File: src/rtl/pipe_pkg.sv
// Shared pipeline definitions: state encoding, per-boundary payload layouts and NOP payloads.
package pipe_pkg;

  typedef enum logic [1:0] {
    EMPTY = 2'd0,
    ONE   = 2'd1,
    FULL  = 2'd2
  } pipe_state_e;

  localparam logic [31:0] ZeroWord    = 32'h0000_0000;
  localparam logic [4:0]  NOPRegAddr  = 5'b00000;
  localparam logic        WriteDisable = 1'b0;
  localparam logic [2:0]  MemDisable  = 3'b000;
  localparam logic [31:0] ZeroMemAddr = 32'h0000_0000;
  localparam logic [3:0]  MemSelEmpty = 4'b0000;
  localparam logic        SEXT        = 1'b1;
  localparam logic        ZEXT        = 1'b0;

  typedef struct packed {
    logic [31:0] wdata;
    logic [4:0]  wd;
    logic        wreg;
    logic [2:0]  me_op;
    logic [31:0] me_addr;
    logic [31:0] me_data;
    logic [3:0]  me_sel;
    logic        me_extend;
  } exmem_t;

  typedef struct packed {
    logic [31:0] pc;
    logic [31:0] inst;
  } ifid_t;

  typedef struct packed {
    logic [31:0] wdata;
    logic [4:0]  wd;
    logic        wreg;
  } memwb_t;

  localparam int unsigned EXMEM_W = $bits(exmem_t);
  localparam int unsigned IFID_W  = $bits(ifid_t);
  localparam int unsigned MEMWB_W = $bits(memwb_t);

  localparam exmem_t EXMEM_NOP_S = '{
    wdata:     ZeroWord,
    wd:        NOPRegAddr,
    wreg:      WriteDisable,
    me_op:     MemDisable,
    me_addr:   ZeroMemAddr,
    me_data:   ZeroWord,
    me_sel:    MemSelEmpty,
    me_extend: SEXT
  };

  localparam logic [EXMEM_W-1:0] EXMEM_NOP = EXMEM_NOP_S;
  localparam logic [IFID_W-1:0]  IFID_NOP  = '0;
  localparam logic [MEMWB_W-1:0] MEMWB_NOP = '0;

endpackage

File: src/rtl/pipe_skid_reg_if.sv
// Stage-to-stage handshake bundle: upstream valid/ready/data, downstream valid/ready/data and flush.
interface pipe_skid_reg_if #(
  parameter int unsigned DATA_W = 110
) ();
  logic              flush;
  logic              up_valid;
  logic [DATA_W-1:0] up_data;
  logic              up_ready;
  logic              down_valid;
  logic [DATA_W-1:0] down_data;
  logic              down_ready;

  modport slave (
    input  flush, up_valid, up_data, down_ready,
    output up_ready, down_valid, down_data
  );

  modport master (
    output flush, up_valid, up_data, down_ready,
    input  up_ready, down_valid, down_data
  );
endinterface

File: src/rtl/pipe_perf_cnt.sv
// Saturating event counter; holds at all-ones, cleared only by asynchronous reset.
module pipe_perf_cnt #(
  parameter int unsigned CNT_W = 32
) (
  input  logic             clk,
  input  logic             rst,
  input  logic             inc,
  output logic [CNT_W-1:0] count
);
  always_ff @(posedge clk or negedge rst) begin
    if (!rst) begin
      count <= '0;
    end else if (inc && (count != '1)) begin
      count <= count + 1'b1;
    end
  end
endmodule

File: src/rtl/pipe_skid_reg.sv
// Inter-stage pipeline register with two-entry skid buffer and synchronous flush.
// Optional perf counters (stall/bubble/flush) enabled by defining PIPE_PERF_EN.
module pipe_skid_reg
  import pipe_pkg::*;
#(
  parameter int unsigned       DATA_W  = EXMEM_W,
  parameter logic [DATA_W-1:0] NOP_VAL = EXMEM_NOP
`ifdef PIPE_PERF_EN
  ,parameter int unsigned      CNT_W   = 32
`endif
) (
  input  logic             clk,
  input  logic             rst,
  pipe_skid_reg_if.slave   bus
`ifdef PIPE_PERF_EN
  ,output logic [CNT_W-1:0] stall_cnt
  ,output logic [CNT_W-1:0] bubble_cnt
  ,output logic [CNT_W-1:0] flush_cnt
`endif
);

  pipe_state_e       state, state_n;
  logic [DATA_W-1:0] main_q, main_n;
  logic [DATA_W-1:0] skid_q, skid_n;
  logic              up_ready_q;
  logic              up_xfer, dn_xfer;

  assign bus.up_ready   = up_ready_q;
  assign bus.down_valid = (state != EMPTY);
  assign bus.down_data  = main_q;

  assign up_xfer = bus.up_valid & up_ready_q;
  assign dn_xfer = bus.down_valid & bus.down_ready;

  always_comb begin
    state_n = state;
    main_n  = main_q;
    skid_n  = skid_q;
    unique case (state)
      EMPTY: begin
        if (up_xfer) begin
          main_n  = bus.up_data;
          state_n = ONE;
        end
      end
      ONE: begin
        if (up_xfer && dn_xfer) begin
          main_n = bus.up_data;
        end else if (dn_xfer) begin
          main_n  = NOP_VAL;
          state_n = EMPTY;
        end else if (up_xfer) begin
          skid_n  = bus.up_data;
          state_n = FULL;
        end
      end
      FULL: begin
        if (dn_xfer) begin
          main_n  = skid_q;
          skid_n  = NOP_VAL;
          state_n = ONE;
        end
      end
      default: begin
        state_n = EMPTY;
        main_n  = NOP_VAL;
        skid_n  = NOP_VAL;
      end
    endcase
  end

  // Flush overrides the handshake result: the downstream transfer still
  // completes (main is simply cleared) and any accepted upstream entry is dropped.
  always_ff @(posedge clk or negedge rst) begin
    if (!rst) begin
      state      <= EMPTY;
      main_q     <= NOP_VAL;
      skid_q     <= NOP_VAL;
      up_ready_q <= 1'b0;
    end else if (bus.flush) begin
      state      <= EMPTY;
      main_q     <= NOP_VAL;
      skid_q     <= NOP_VAL;
      up_ready_q <= 1'b1;
    end else begin
      state      <= state_n;
      main_q     <= main_n;
      skid_q     <= skid_n;
      up_ready_q <= (state_n != FULL);
    end
  end

`ifdef PIPE_PERF_EN
  pipe_perf_cnt #(.CNT_W(CNT_W)) u_stall_cnt (
    .clk   (clk),
    .rst   (rst),
    .inc   (bus.down_valid & ~bus.down_ready),
    .count (stall_cnt)
  );

  pipe_perf_cnt #(.CNT_W(CNT_W)) u_bubble_cnt (
    .clk   (clk),
    .rst   (rst),
    .inc   (~bus.down_valid),
    .count (bubble_cnt)
  );

  pipe_perf_cnt #(.CNT_W(CNT_W)) u_flush_cnt (
    .clk   (clk),
    .rst   (rst),
    .inc   (bus.flush),
    .count (flush_cnt)
  );
`endif

endmodule

File: src/flat_wrapper.sv
// flat-port wrapper written by rule: the top's interface ports become plain ports
module pipe_skid_reg_flat import pipe_pkg::*;
#(
  parameter int unsigned       DATA_W  = EXMEM_W,
  parameter logic [DATA_W-1:0] NOP_VAL = EXMEM_NOP

)
  (clk, rst, bus_flush, bus_up_valid, bus_up_data, bus_down_ready, bus_up_ready, bus_down_valid, bus_down_data);
  pipe_skid_reg_if #(.DATA_W(DATA_W)) bus_i ();
  input  logic clk;
  input  logic rst;
  input wire logic [$bits(bus_i.flush)-1:0] bus_flush;
  input wire logic [$bits(bus_i.up_valid)-1:0] bus_up_valid;
  input wire logic [$bits(bus_i.up_data)-1:0] bus_up_data;
  input wire logic [$bits(bus_i.down_ready)-1:0] bus_down_ready;
  output wire logic [$bits(bus_i.up_ready)-1:0] bus_up_ready;
  output wire logic [$bits(bus_i.down_valid)-1:0] bus_down_valid;
  output wire logic [$bits(bus_i.down_data)-1:0] bus_down_data;
  assign bus_i.flush = bus_flush;
  assign bus_i.up_valid = bus_up_valid;
  assign bus_i.up_data = bus_up_data;
  assign bus_i.down_ready = bus_down_ready;
  assign bus_up_ready = bus_i.up_ready;
  assign bus_down_valid = bus_i.down_valid;
  assign bus_down_data = bus_i.down_data;
  pipe_skid_reg #(.DATA_W(DATA_W), .NOP_VAL(NOP_VAL)) u_core (.clk(clk), .rst(rst), .bus(bus_i));
endmodule
File: config.mk
export PLATFORM = sky130hd
export DESIGN_NAME = pipe_skid_reg_flat
export DESIGN_NICKNAME = d
export VERILOG_FILES = /design/src/rtl/pipe_pkg.sv /design/src/rtl/pipe_skid_reg_if.sv /design/src/rtl/pipe_perf_cnt.sv /design/src/rtl/pipe_skid_reg.sv /design/src/flat_wrapper.sv
export SDC_FILE = /design/constraint.sdc
export NUM_CORES = 1
export LEC_CHECK = 0
export CAP_MARGIN = 20
export CORE_MARGIN = 5
export CORE_UTILIZATION = 55
export CTS_BUF_LIST = sky130_fd_sc_hd__clkbuf_4
export DETAILED_ROUTE_END_ITERATION = 8
export HOLD_SLACK_MARGIN = 0.03
export PLACE_DENSITY = 0.84
export RECOVER_POWER = 50
export SYNTH_ARGS = -nofsm -noshare
export SYNTH_HDL_FRONTEND = slang
export SYNTH_HIERARCHICAL = 1
export SYNTH_SLANG_ARGS = --single-unit
File: constraint.sdc
create_clock -name clk -period 3.8 [get_ports clk]
set_input_delay 0.76 -clock clk [delete_from_list [all_inputs] [get_ports clk]]
set_output_delay 0.76 -clock clk [all_outputs]
set_load 0.05 [all_outputs]
== After elaboration in Yosys (flattened, before gate mapping) ==
Index checks and enable logic that the tools add are counted.
Widths: inputs -> output; s select.

* Memories: 0
* Register bits after elaboration: 223
* Bits in latches: 0
* Memory bits (read-only): 0
* Output and inout port bits: 112
* Logic and storage cells: 39
* Input port bits: 115
* Bits in writable memories: 0

* Reductions and logical operators: 5
* Muxes and demuxes: 18
* Shift operators: 0
* Div/mod/pow operators: 0
* Bitwise operators: 2
* $mul: 0
* $add $sub $neg: 0
* Order comparisons: 0
* Equal/unequal tests: 10

{| class="wikitable"
|+ Operator list
! operator !! number
|-
| $mux 110 || 8
|-
| $pmux 110 s3 || 2
|-
| $mux 2 || 6
|-
| $ne 3x2->1 const B || 3
|-
| $ne 3x3->1 const B || 2
|-
| $pmux 2 s3 || 1
|-
| $reduce_and 5->1 || 1
|-
| $ne 2x2->1 const B || 2
|-
| $ne 4x2->1 const B || 1
|-
| $reduce_and 3->1 || 1
|-
| $and 1x1->1 || 2
|-
| $eq 2x1->1 const B || 1
|-
| $eq 2x2->1 const B || 1
|-
| $logic_not 2->1 || 1
|-
| $reduce_bool 2->1 || 1
|-
| $logic_and 1x1->1 || 1
|-
| $mux 1 || 1
|}

== Longest topological paths before layout ==
* Depth after elaboration: 7
* Depth in mapped cells: 8
* Gate-level depth less buffers: 4

== Least setup slack after synthesis ==
OpenSTA, ideal clock, no wires.

* Path kind: reg-to-output
* Start point: register u_core.state[1]
* End point: output bus_down_valid
* Buffers on the path: 3
* Setup slack: 1.741 ns
* Cell stages (with the launch flop): 5
* Data required time: 3.040 ns
* Arrival: 1.299 ns
* Cell sequence: dfrtp_1 > buf_4 > buf_4 > buf_4 > or2_2

* Cells in the longest elaborated chain, start to end: 1

{| class="wikitable"
|+ Ends and longest elaborated chain
! element !! RTL line !! RTL
|-
| start: declaration || pipe_skid_reg.sv:22 || <nowiki>pipe_state_e state, state_n;</nowiki>
|-
| start signal: assignment || pipe_skid_reg.sv:86 || <nowiki>state <= state_n;</nowiki>
|-
| $reduce_bool 2->1 || pipe_skid_reg.sv:29 || <nowiki>assign bus.down_valid = (state != EMPTY);</nowiki>
|-
| end: declaration || flat_wrapper.sv:17 || <nowiki>output wire logic [$bits(bus_i.down_valid)-1:0] bus_down_valid;</nowiki>
|}

Every way passes these cells.

== Worst setup path in the final report ==
* Start point: register u_core.state[0]
* End point: output bus_down_valid

The elaborated chain is that of the path after synthesis.

==> impl_metrics.toml <==
[critical_path]
r2r-start = "u_core/state[0]"
critPathCaptureType = "output pin"
cp_max_fo = 20
start_kind = "flip-flop"
ff2ff_path_depth = 5
required_ns = 3.04
timing.rr.end = "u_core/bus.down_data[102]"
worstPathArrival_ns = 2.60
rrSetupSlack_ns = 0.47
worst-setup-path-type = "flip-flop to output pin"

[hold_path]
whs_path_depth = 1
hold_path.class = "flip-flop to flip-flop"
worstHoldEndpoint = "u_core/bus.down_data[34]"
worstHoldStart = "u_core/bus.down_data[34]"

[grt]
top_usage_layer = "met2"
met3_usage = 0.0553
grt_pass1_wl_um = 51400
overflow = 0
grt_usage = 0.253
grt_max_degree = 89
grt_use_met1 = 0.352
antenna_found_initial = 1
met2_usage = 0.403
grt_pass1_vias = 9849

[route]
vias_per_cell = 5.94
ant_nets = 0
drc = 0
drt_pass1_iterations = 5
wl_um = 31300
drtIter0Drc = 559
vias = 9497
avgRoutedWirePerCell_um = 19.6

[pwr]
power_density_mw_per_mm2 = 437
vdd_drop_max_mv = 0.261
leakage_nw = 6.01

[sta]
finalWorstSetupSlack_ns = 0.445
maxSlewHeadroom = -0.477
fmax_mhz = 298
setup_tns_ns = 0
worst_pin_slew_ns = 2.22
finalCriticalPeriod_ns = 3.36
clock_skew_ns = 0.0373
hold_viol = 0
fin_crit_sh = 0.883
drv_slew = 88
setup_viol = 0
rsz0062_at_grt = "false"

[cts]
root_buffer = "clkbuf_4"
cts_setup_buffers = 0
cts_resized = 0
clockBufferDepth = 3
ctsHoldBuffers = 0
clk_pin_slew_ns = 0.07
cts_buffers = 58
cts_sinks = 223
htreeDepth = 2
worstSkewPairLatency_ns = 0.67
tritoncts = "done"

[run_status]
status = "complete, but fails checks"
violations = "max-capacitance violations, max-slew violations"

[layout]
drive_above_1_share = 0.209
fillers = 1588
area_growth_syn_to_layout_pct = 24.2
nets = 1395

[synth]
seq_area_frac_synth = 0.469
synth_edf_count = 0
synthCells = 1081
ys_seq_elements = 223
syn_area_mm2 = 0.0119
syn_nets = 1196
avgSynthCellArea_um2 = 11.0
synth_cell_types = 44
synth_warnings = 6
synthArstFlopShare = 1.00
synth_ff_type = "dfrtp_1"

[placement]
place_ws_ns = 0.559
gp_congestion = 0.798
dp_hpwl_um = 19300
port_buffers = 226

[floorplan]
die_x_um = 157
io_pins = 227
start_util = 0.563
die_area_mm2 = 0.0247
coreArea_mm2 = 0.0212
die_h_um = 157
rows = 53

[run]
maxCapViolCount = 1
[sequential cells by signal, summed over array words and instances (netlist names)]
name	count
u_core/bus.down_data	110
u_core/skid_q	110
u_core/state	2
u_core/bus.up_ready	1
[report_power, final]
group	internal (mW)	switching [mW]
Sequential	2.54	0.124
Clock	1.07	0.984
Combinational	0.635	1.11
Total	4.25	2.22
[critical path, stage by stage (launching register included)]
cell and delay, ns:
dfrtp_1 0.89, or2_2 0.23, clkdlybuf4s50_1 0.79
[synth_stat cells, types with 2 or more instances]
master,number,area share
mux2_2,58,0.055
nor2_2,2,0.0010
a22o_1,51,0.037
buf_2,33,0.014
o21ai_2,20,0.015
nor2_1,119,0.037
a21oi_2,2,0.0015
dfrtp_1,221,0.46
a221oi_2,58,0.073
o2bb2ai_1,51,0.037
nand3_1,90,0.038
clkbuf_2,9,0.0038
o21ai_0,9,0.0038
a21o_1,2,0.0013
dfstp_2,2,0.0044
o21ai_1,80,0.034
nand3_2,20,0.017
nand2b_1,111,0.058
clkbuf_1,26,0.0082
buf_4,15,0.0095
mux2i_1,54,0.045
inv_1,3,0.00095
buf_6,24,0.023
[worst max-delay path by stage]
| stage | from | end | cells past startpoint |
|---|---|---|---|
| global route | u_core/state[0] | u_core/bus.down_data[15] | 6 |
| global placement | bus_down_ready | u_core/bus.down_data[99] | 5 |
| floorplan | u_core/state[1] | bus_down_valid | 4 |
| CTS | u_core/state[1] | bus_down_valid | 2 |
| detailed placement | bus_down_ready | u_core/bus.down_data[104] | 5 |
| finish | u_core/state[0] | bus_down_valid | 2 |
[stage by stage]
stage | instance area (um^2) | power (mW) | hold WS, ns | std cells | util
after floorplan | 11900 | 3.82 | 0.464 | 1081 | -
final | 14800 | 6.47 | 0.502 | 1599 | 0.700
after global routing | 14800 | 6.77 | 0.518 | 1599 | 0.700
after CTS | 14900 | 6.54 | 0.0770 | 1598 | 0.704
after global placement | 14200 | 4.45 | 0.489 | 1495 | 0.670
after detailed placement | 14200 | 4.47 | 0.492 | 1495 | 0.670
[cell type report]
type / count / area [um^2] / area share
Sequential cell: 223 / 5590 / 0.377
Multi-Input combinational cell: 745 / 5570 / 0.376
Timing Repair Buffer: 249 / 2560 / 0.173
Clock buffer: 90 / 676 / 0.0457
Tap cell: 275 / 344 / 0.0232
Clock inverter: 13 / 50.0 / 0.00338
Inverter: 3 / 11.3 / 0.000761
Antenna cell: 1 / 2.50 / 0.000169
[kinds of logic after synthesis]
group,after synthesis,share of synthesized area
AND/OR/NAND/NOR,353,0.161
AO/OA/AOI/OAI,280,0.209
flip-flops,223,0.469
buffers and inverters,113,0.0615
multiplexers,112,0.100
[layout by cell type, fill, tap and decap left out, drive strengths merged, types with 54 or more instances in the layout]
| cell type | n |
|---|---|
| dfrtp | 221 |
| clkbuf | 92 |
| nand2b | 111 |
| nand3 | 110 |
| mux2i | 54 |
| nor2 | 121 |
| mux2 | 58 |
| clkdlybuf4s50 | 224 |
| o21ai | 109 |
| a221oi | 60 |
[per-layer routing]
metal / share of wire / wire, um / up-vias
met2: 0.48 / 14900 / 369
met5: 0 / 0 / -
met3: 0.078 / 2440 / 47
met1: 0.43 / 13400 / 4692
met4: 0.018 / 558 / 0
li1: - / - / 4389
(Power assumes the default switching activity.)
